File: src/rtl/ca4_frame_ctrl_if.sv
// Bundle of the serial line plus the controller's observable outputs.
// The master modport is the frame controller; the slave side is the line driver / datapath.
interface ca4_frame_ctrl_if #(
    parameter int unsigned ADDR_W = 2,
    parameter int unsigned CNT_W  = 4
);
    localparam int unsigned NREG = 2 ** ADDR_W;

    logic              serIn;
    logic              shData;
    logic [NREG-1:0]   ldReg;
    logic [ADDR_W-1:0] addr;
    logic              busy;
    logic              frameErr;
    logic [CNT_W-1:0]  frameCnt;

    modport master (
        input  serIn,
        output shData,
        output ldReg,
        output addr,
        output busy,
        output frameErr,
        output frameCnt
    );

    modport slave (
        output serIn,
        input  shData,
        input  ldReg,
        input  addr,
        input  busy,
        input  frameErr,
        input  frameCnt
    );
endinterface

File: src/rtl/ca4_frame_ctrl.sv
// CA4 serial frame controller: start / address / data / stop framing, one-hot register load,
// framing-error pulse with line hunt, and a wrapping good-frame counter.
module ca4_frame_ctrl #(
    parameter int unsigned ADDR_W = 2,
    parameter int unsigned DATA_W = 4,
    parameter int unsigned CNT_W  = 4
) (
    input  logic CLK,
    input  logic RST,
    ca4_frame_ctrl_if.master bus
);
    localparam int unsigned NREG    = 2 ** ADDR_W;
    localparam int unsigned MaxLen  = (ADDR_W > DATA_W) ? ADDR_W : DATA_W;
    localparam int unsigned BitCntW = $clog2(MaxLen + 1);

    typedef enum logic [2:0] {
        StIdle,
        StAddr,
        StData,
        StStop,
        StCommit,
        StErr,
        StHunt
    } state_e;

    state_e               state_q, state_d;
    logic [BitCntW-1:0]   bit_cnt_q, bit_cnt_d;
    logic [ADDR_W-1:0]    addr_q, addr_d;
    logic [CNT_W-1:0]     frame_cnt_q;
    logic                 sh_data_q;
    logic [NREG-1:0]      ld_reg_q;
    logic                 busy_q;
    logic                 frame_err_q;

    always_comb begin
        state_d   = state_q;
        bit_cnt_d = bit_cnt_q;
        addr_d    = addr_q;
        unique case (state_q)
            StIdle: begin
                if (!bus.serIn) begin
                    state_d   = StAddr;
                    bit_cnt_d = '0;
                end
            end
            StAddr: begin
                addr_d = ADDR_W'({addr_q, bus.serIn});
                if (bit_cnt_q == BitCntW'(ADDR_W - 1)) begin
                    state_d   = StData;
                    bit_cnt_d = '0;
                end else begin
                    bit_cnt_d = bit_cnt_q + 1'b1;
                end
            end
            StData: begin
                // Data bits go straight into the external shifter; only the count matters here.
                if (bit_cnt_q == BitCntW'(DATA_W - 1)) begin
                    state_d   = StStop;
                    bit_cnt_d = '0;
                end else begin
                    bit_cnt_d = bit_cnt_q + 1'b1;
                end
            end
            StStop:   state_d = bus.serIn ? StCommit : StErr;
            StCommit: state_d = StIdle;
            StErr:    state_d = StHunt;
            StHunt: begin
                if (bus.serIn) state_d = StIdle;
            end
            default:  state_d = StIdle;
        endcase
    end

    // Outputs are registered from the next state so they always match the current state.
    always_ff @(posedge CLK) begin
        if (RST) begin
            state_q     <= StIdle;
            bit_cnt_q   <= '0;
            addr_q      <= '0;
            frame_cnt_q <= '0;
            sh_data_q   <= 1'b0;
            ld_reg_q    <= '0;
            busy_q      <= 1'b0;
            frame_err_q <= 1'b0;
        end else begin
            state_q   <= state_d;
            bit_cnt_q <= bit_cnt_d;
            addr_q    <= addr_d;
            if (state_q == StCommit) begin
                frame_cnt_q <= frame_cnt_q + 1'b1;
            end
            sh_data_q   <= (state_d == StData);
            ld_reg_q    <= (state_d == StCommit) ? (NREG'(1) << addr_d) : '0;
            busy_q      <= (state_d != StIdle);
            frame_err_q <= (state_d == StErr);
        end
    end

    assign bus.shData   = sh_data_q;
    assign bus.ldReg    = ld_reg_q;
    assign bus.addr     = addr_q;
    assign bus.busy     = busy_q;
    assign bus.frameErr = frame_err_q;
    assign bus.frameCnt = frame_cnt_q;
endmodule

File: src/flat_wrapper.sv
// flat-port wrapper written by rule: the top's interface ports become plain ports
module ca4_frame_ctrl_flat 
#(
    parameter int unsigned ADDR_W = 2,
    parameter int unsigned DATA_W = 4,
    parameter int unsigned CNT_W  = 4
)
  (CLK, RST, bus_serIn, bus_shData, bus_ldReg, bus_addr, bus_busy, bus_frameErr, bus_frameCnt);
  ca4_frame_ctrl_if #(.ADDR_W(ADDR_W), .CNT_W(CNT_W)) bus_i ();
  input  logic CLK;
  input  logic RST;
  input wire logic [$bits(bus_i.serIn)-1:0] bus_serIn;
  output wire logic [$bits(bus_i.shData)-1:0] bus_shData;
  output wire logic [$bits(bus_i.ldReg)-1:0] bus_ldReg;
  output wire logic [$bits(bus_i.addr)-1:0] bus_addr;
  output wire logic [$bits(bus_i.busy)-1:0] bus_busy;
  output wire logic [$bits(bus_i.frameErr)-1:0] bus_frameErr;
  output wire logic [$bits(bus_i.frameCnt)-1:0] bus_frameCnt;
  assign bus_i.serIn = bus_serIn;
  assign bus_shData = bus_i.shData;
  assign bus_ldReg = bus_i.ldReg;
  assign bus_addr = bus_i.addr;
  assign bus_busy = bus_i.busy;
  assign bus_frameErr = bus_i.frameErr;
  assign bus_frameCnt = bus_i.frameCnt;
  ca4_frame_ctrl #(.ADDR_W(ADDR_W), .DATA_W(DATA_W), .CNT_W(CNT_W)) u_core (.CLK(CLK), .RST(RST), .bus(bus_i));
endmodule
File: config.mk
export PLATFORM = sky130hd
export DESIGN_NAME = ca4_frame_ctrl_flat
export DESIGN_NICKNAME = d
export VERILOG_FILES = /design/src/rtl/ca4_frame_ctrl_if.sv /design/src/rtl/ca4_frame_ctrl.sv /design/src/flat_wrapper.sv
export SDC_FILE = /design/constraint.sdc
export NUM_CORES = 1
export LEC_CHECK = 0
export ABC_AREA = 1
export CAP_MARGIN = 0
export CORE_UTILIZATION = 48
export CTS_BUF_LIST = sky130_fd_sc_hd__clkbuf_4 sky130_fd_sc_hd__clkbuf_8
export CTS_CLUSTER_DIAMETER = 60
export DETAILED_ROUTE_END_ITERATION = 7
export PLACE_DENSITY_LB_ADDON = 0.05
export SYNTH_ARGS = -nofsm -noshare
export SYNTH_HDL_FRONTEND = slang
export SYNTH_SLANG_ARGS = --single-unit
File: constraint.sdc
create_clock -name CLK -period 1.3 [get_ports CLK]
set_input_delay 0.26 -clock CLK [delete_from_list [all_inputs] [get_ports CLK]]
set_output_delay 0.26 -clock CLK [all_outputs]
set_load 0.02 [all_outputs]
==> results.py <==
metrics = {
    "finish": {
        "fillers": 160,
        "final_cells": 164,
        "nets": 148,
        "antenna_cells": 0,
        "layout-drive-gt1-share_pct": 36.69,
        "syn_to_final_growth_pct": 36.92,
    },
    "yosys": {
        "synth-adder-area-share_pct": 7.072,
        "netlist_instances": 112,
        "yosys_warnings": 0,
        "synthMuxAreaShare_pct": 0,
        "synth_top_family_by_area": "simple AND/OR/NAND/NOR gates",
        "synth_xor_area_share_pct": 0,
        "syn_area_um2": 884.6,
        "synth_top_area_share_pct": 43.00,
        "yosys.area.top_type": "dfxtp_1",
        "synth-simple-area-share_pct": 29.14,
        "syn_avg_cell_area_um2": 7.898,
        "ys_ff_latch": 19,
        "yosysSeqAreaShare_pct": 43.00,
        "synth-compound-area-share_pct": 11.32,
        "yosys-top-cells-area": "dfxtp_1, nor2_1, ha_1",
        "synth_fp_nets": 120,
        "ys_types": 21,
    },
    "sta": {
        "post-route-min-period_ns": 1.298,
        "whs_ns": 0.4859,
        "fmax_mhz": 770.4,
        "tightest_slew_ns": 0.2384,
        "finalMaxSlewViolations": 0,
        "finalSetupViolCount": 0,
        "rsz0062_at_grt": "true",
        "finClkSkew_ns": 0.005572,
        "fin_crit_sh_pct": 99.85,
        "slew_headroom_pct": 84.10,
        "final-hold-violation-count": 0,
    },
    "die": {
        "core.rowCount": 15,
        "fp.dieH_um": 44.93,
        "ios": 16,
        "die-area_mm2": 0.002019,
        "start_util_pct": 51.23,
        "die_w_um": 44.93,
        "fp.coreArea_mm2": 0.001727,
    },
    "worst_setup_path": {
        "start_kind": "flip-flop",
        "reg2reg_from": "u_core.bit_cnt_q[0]$_SDFFE_PP0P_",
        "r2r-end": "u_core.bus.ldReg[0]$_SDFF_PP0_",
        "r2r_slack_ns": 0.002,
        "crit_type": "flip-flop to flip-flop",
        "required_ns": 1.54,
        "crit_chain": "ha_2 > ha_2 > nand3_2 > nand3_4 > nor2_4 > nand3_2 > nor2_2",
        "critPathSlowestCell": "dfxtp_4",
        "path_buf_inv": 0,
        "worstPathMaxFanout": 3,
        "endpoint": "u_core.bus.ldReg[0]$_SDFF_PP0_",
        "cp-end-kind": "flip-flop",
        "cp.arrival_ns": 1.54,
        "max_stage_delay_ns": 0.38,
        "worstSetupStartpoint": "u_core.bit_cnt_q[0]$_SDFFE_PP0P_",
        "crit_cells": 7,
        "r2r_cells": 7,
        "path_delay_family": "simple AND/OR/NAND/NOR gates",
    },
    "clock_network": {
        "clkTransAtPathRegs_ns": 0.10,
        "cts-root-buf": "clkbuf_4",
        "cts_tree": "yes",
        "cts.path.max_buffers": 2,
        "cts.htree.levels": 1,
        "cts_buffers": 3,
        "clock_latency_ns": 0.30,
        "cts.sinks": 19,
    },
    "min_path": {
        "min_path_type": "flip-flop to flip-flop",
        "min_from": "u_core.bit_cnt_q[1]$_SDFFE_PP0P_",
    },
    "run": {
        "max-cap-violations": 0,
    },
    "detailed_routing": {
        "antenna_left": 0,
        "drcViolationCount": 0,
        "wl_met1_um": 721,
        "wl_per_cell_um": 10.38,
        "wl_met3_um": 70,
        "wirelength_um": 1702,
        "drt_iter0_markers": 4,
        "wl_met2_um": 871,
        "highest_layer": "met4",
        "firstDrtPassIters": 4,
        "dr_total_vias": 778,
        "via_per_inst": 4.744,
    },
    "outcome": {
        "status": "finished, final reports clean",
    },
    "power": {
        "vdd_drop_max_v": 0.0009281,
        "p_leak_nw": 0.5573,
        "powerDensity_mw_per_mm2": 1028,
    },
    "placement": {
        "portBuffers": 15,
        "place_congestion": 0.7795,
        "dp_cells": 158,
        "hpwl_um": 1259,
    },
    "global_route": {
        "grt_pass1_vias": 652,
        "grt_overflow": 0,
        "grt_max_degree": 11,
        "antenna_found_initial": 0,
        "gr-usage-all-layers_pct": 17.86,
        "grt_pass1_wl_um": 2594,
    },
}
Yosys cell counts:
cell type,n
o21ai_0,2
inv_1,16
buf_2,1
ha_1,5
nor3b_1,1
o21ai_2,3
nor2_4,3
nor3b_2,1
nand3_1,5
a21oi_1,6
o21ai_1,4
nand2_1,12
inv_2,5
or2_2,1
nand2_2,3
o21a_1,1
nor2_1,17
nor3_1,3
nand3_2,3
a31oi_1,1
dfxtp_1,19
final cells by class:
type	instances	area, um^2	share of cell area [%]
Multi-Input combinational cell	71	479.2	39.57
Sequential cell	19	389.1	32.13
Timing Repair Buffer	24	202.7	16.74
Inverter	21	78.83	6.508
Tap cell	25	31.28	2.583
Clock buffer	4	30.03	2.479
power by group:
group / internal (mW) / switching (mW) / total [mW]
clock: 0.140 / 0.173 / 0.313
sequential: 0.613 / 0.0258 / 0.639
combinational: 0.115 / 0.179 / 0.294
total: 0.868 / 0.377 / 1.25
kinds of logic after synthesis:
| family | Yosys count |
|---|---|
| simple gates | 49 |
| flops | 19 |
| compound gates | 17 |
| fa+ha+maj | 5 |
| buf+inv | 22 |
metal layers:
layer	vias to the layer above	global-route usage, %
li1	404	-
met4	0	5.455
met3	4	6.000
met2	16	31.59
met5	-	0
met1	354	20.10
worst min-delay path by stage:
stage,cells past startpoint,to,slack (ns)
6_report,2,u_core.bit_cnt_q[1]$_SDFFE_PP0P_,0.49
5_1_grt,2,u_core.bit_cnt_q[1]$_SDFFE_PP0P_,0.52
4_1_cts,2,u_core.bit_cnt_q[1]$_SDFFE_PP0P_,0.48
3_5_place_dp,2,u_core.bit_cnt_q[1]$_SDFFE_PP0P_,0.47
3_3_place_gp,2,u_core.bit_cnt_q[1]$_SDFFE_PP0P_,0.49
2_1_floorplan,2,u_core.bus.addr[0]$_SDFF_PP0_,0.42
state kept, by name (all words and copies together), names as in the netlist:
register and flops:
u_core.bit_cnt_q 3, u_core.bus.ldReg 4, u_core.bus.shData 1, u_core.bus.busy 1, u_core.bus.frameErr 1, u_core.bus.frameCnt 4
u_core.bus.addr 2, u_core.state_q 3
worst register-to-register path: cells and delay by family (launching register included):
family	cells	cell delay [ns]
AND/OR/NAND/NOR	5	0.51
flip-flops	1	0.38
adder cells (fa/ha/maj)	2	0.37
through the flow:
stage	TNS, ns	setup slack, ns	power (mW)	util [%]	instance area [um^2]
floorplan	0	0.08689	0.8164	-	884.6
global placement	-1.523	-0.1803	0.8841	64.49	1114
detailed placement	-1.754	-0.2310	0.8912	64.49	1114
CTS	-0.01212	-0.01212	1.210	66.88	1155
global route	-0.2648	-0.08105	1.318	70.14	1211
finish	0	0.001991	1.245	70.14	1211
layout by cell type (no fill, tap or decap), types with 4 or more instances in the layout:
master / instances
a21oi_1: 6
buf_4: 9
clkbuf_4: 4
dfxtp_1: 14
dfxtp_2: 4
dlygate4sd2_1: 12
inv_1: 13
inv_2: 8
nand2_1: 10
nand2_2: 4
nand3_1: 4
nor2_1: 13
nor2_4: 4
o21ai_2: 4
timing repair:
action,CTS,global route
pin swaps,4,7
endpoints found under the setup margin,20,9
hold buffers,0,0
setup buffers,0,2
resized for setup,22,16
No activity file was read; power rests on OpenSTA's default activity.
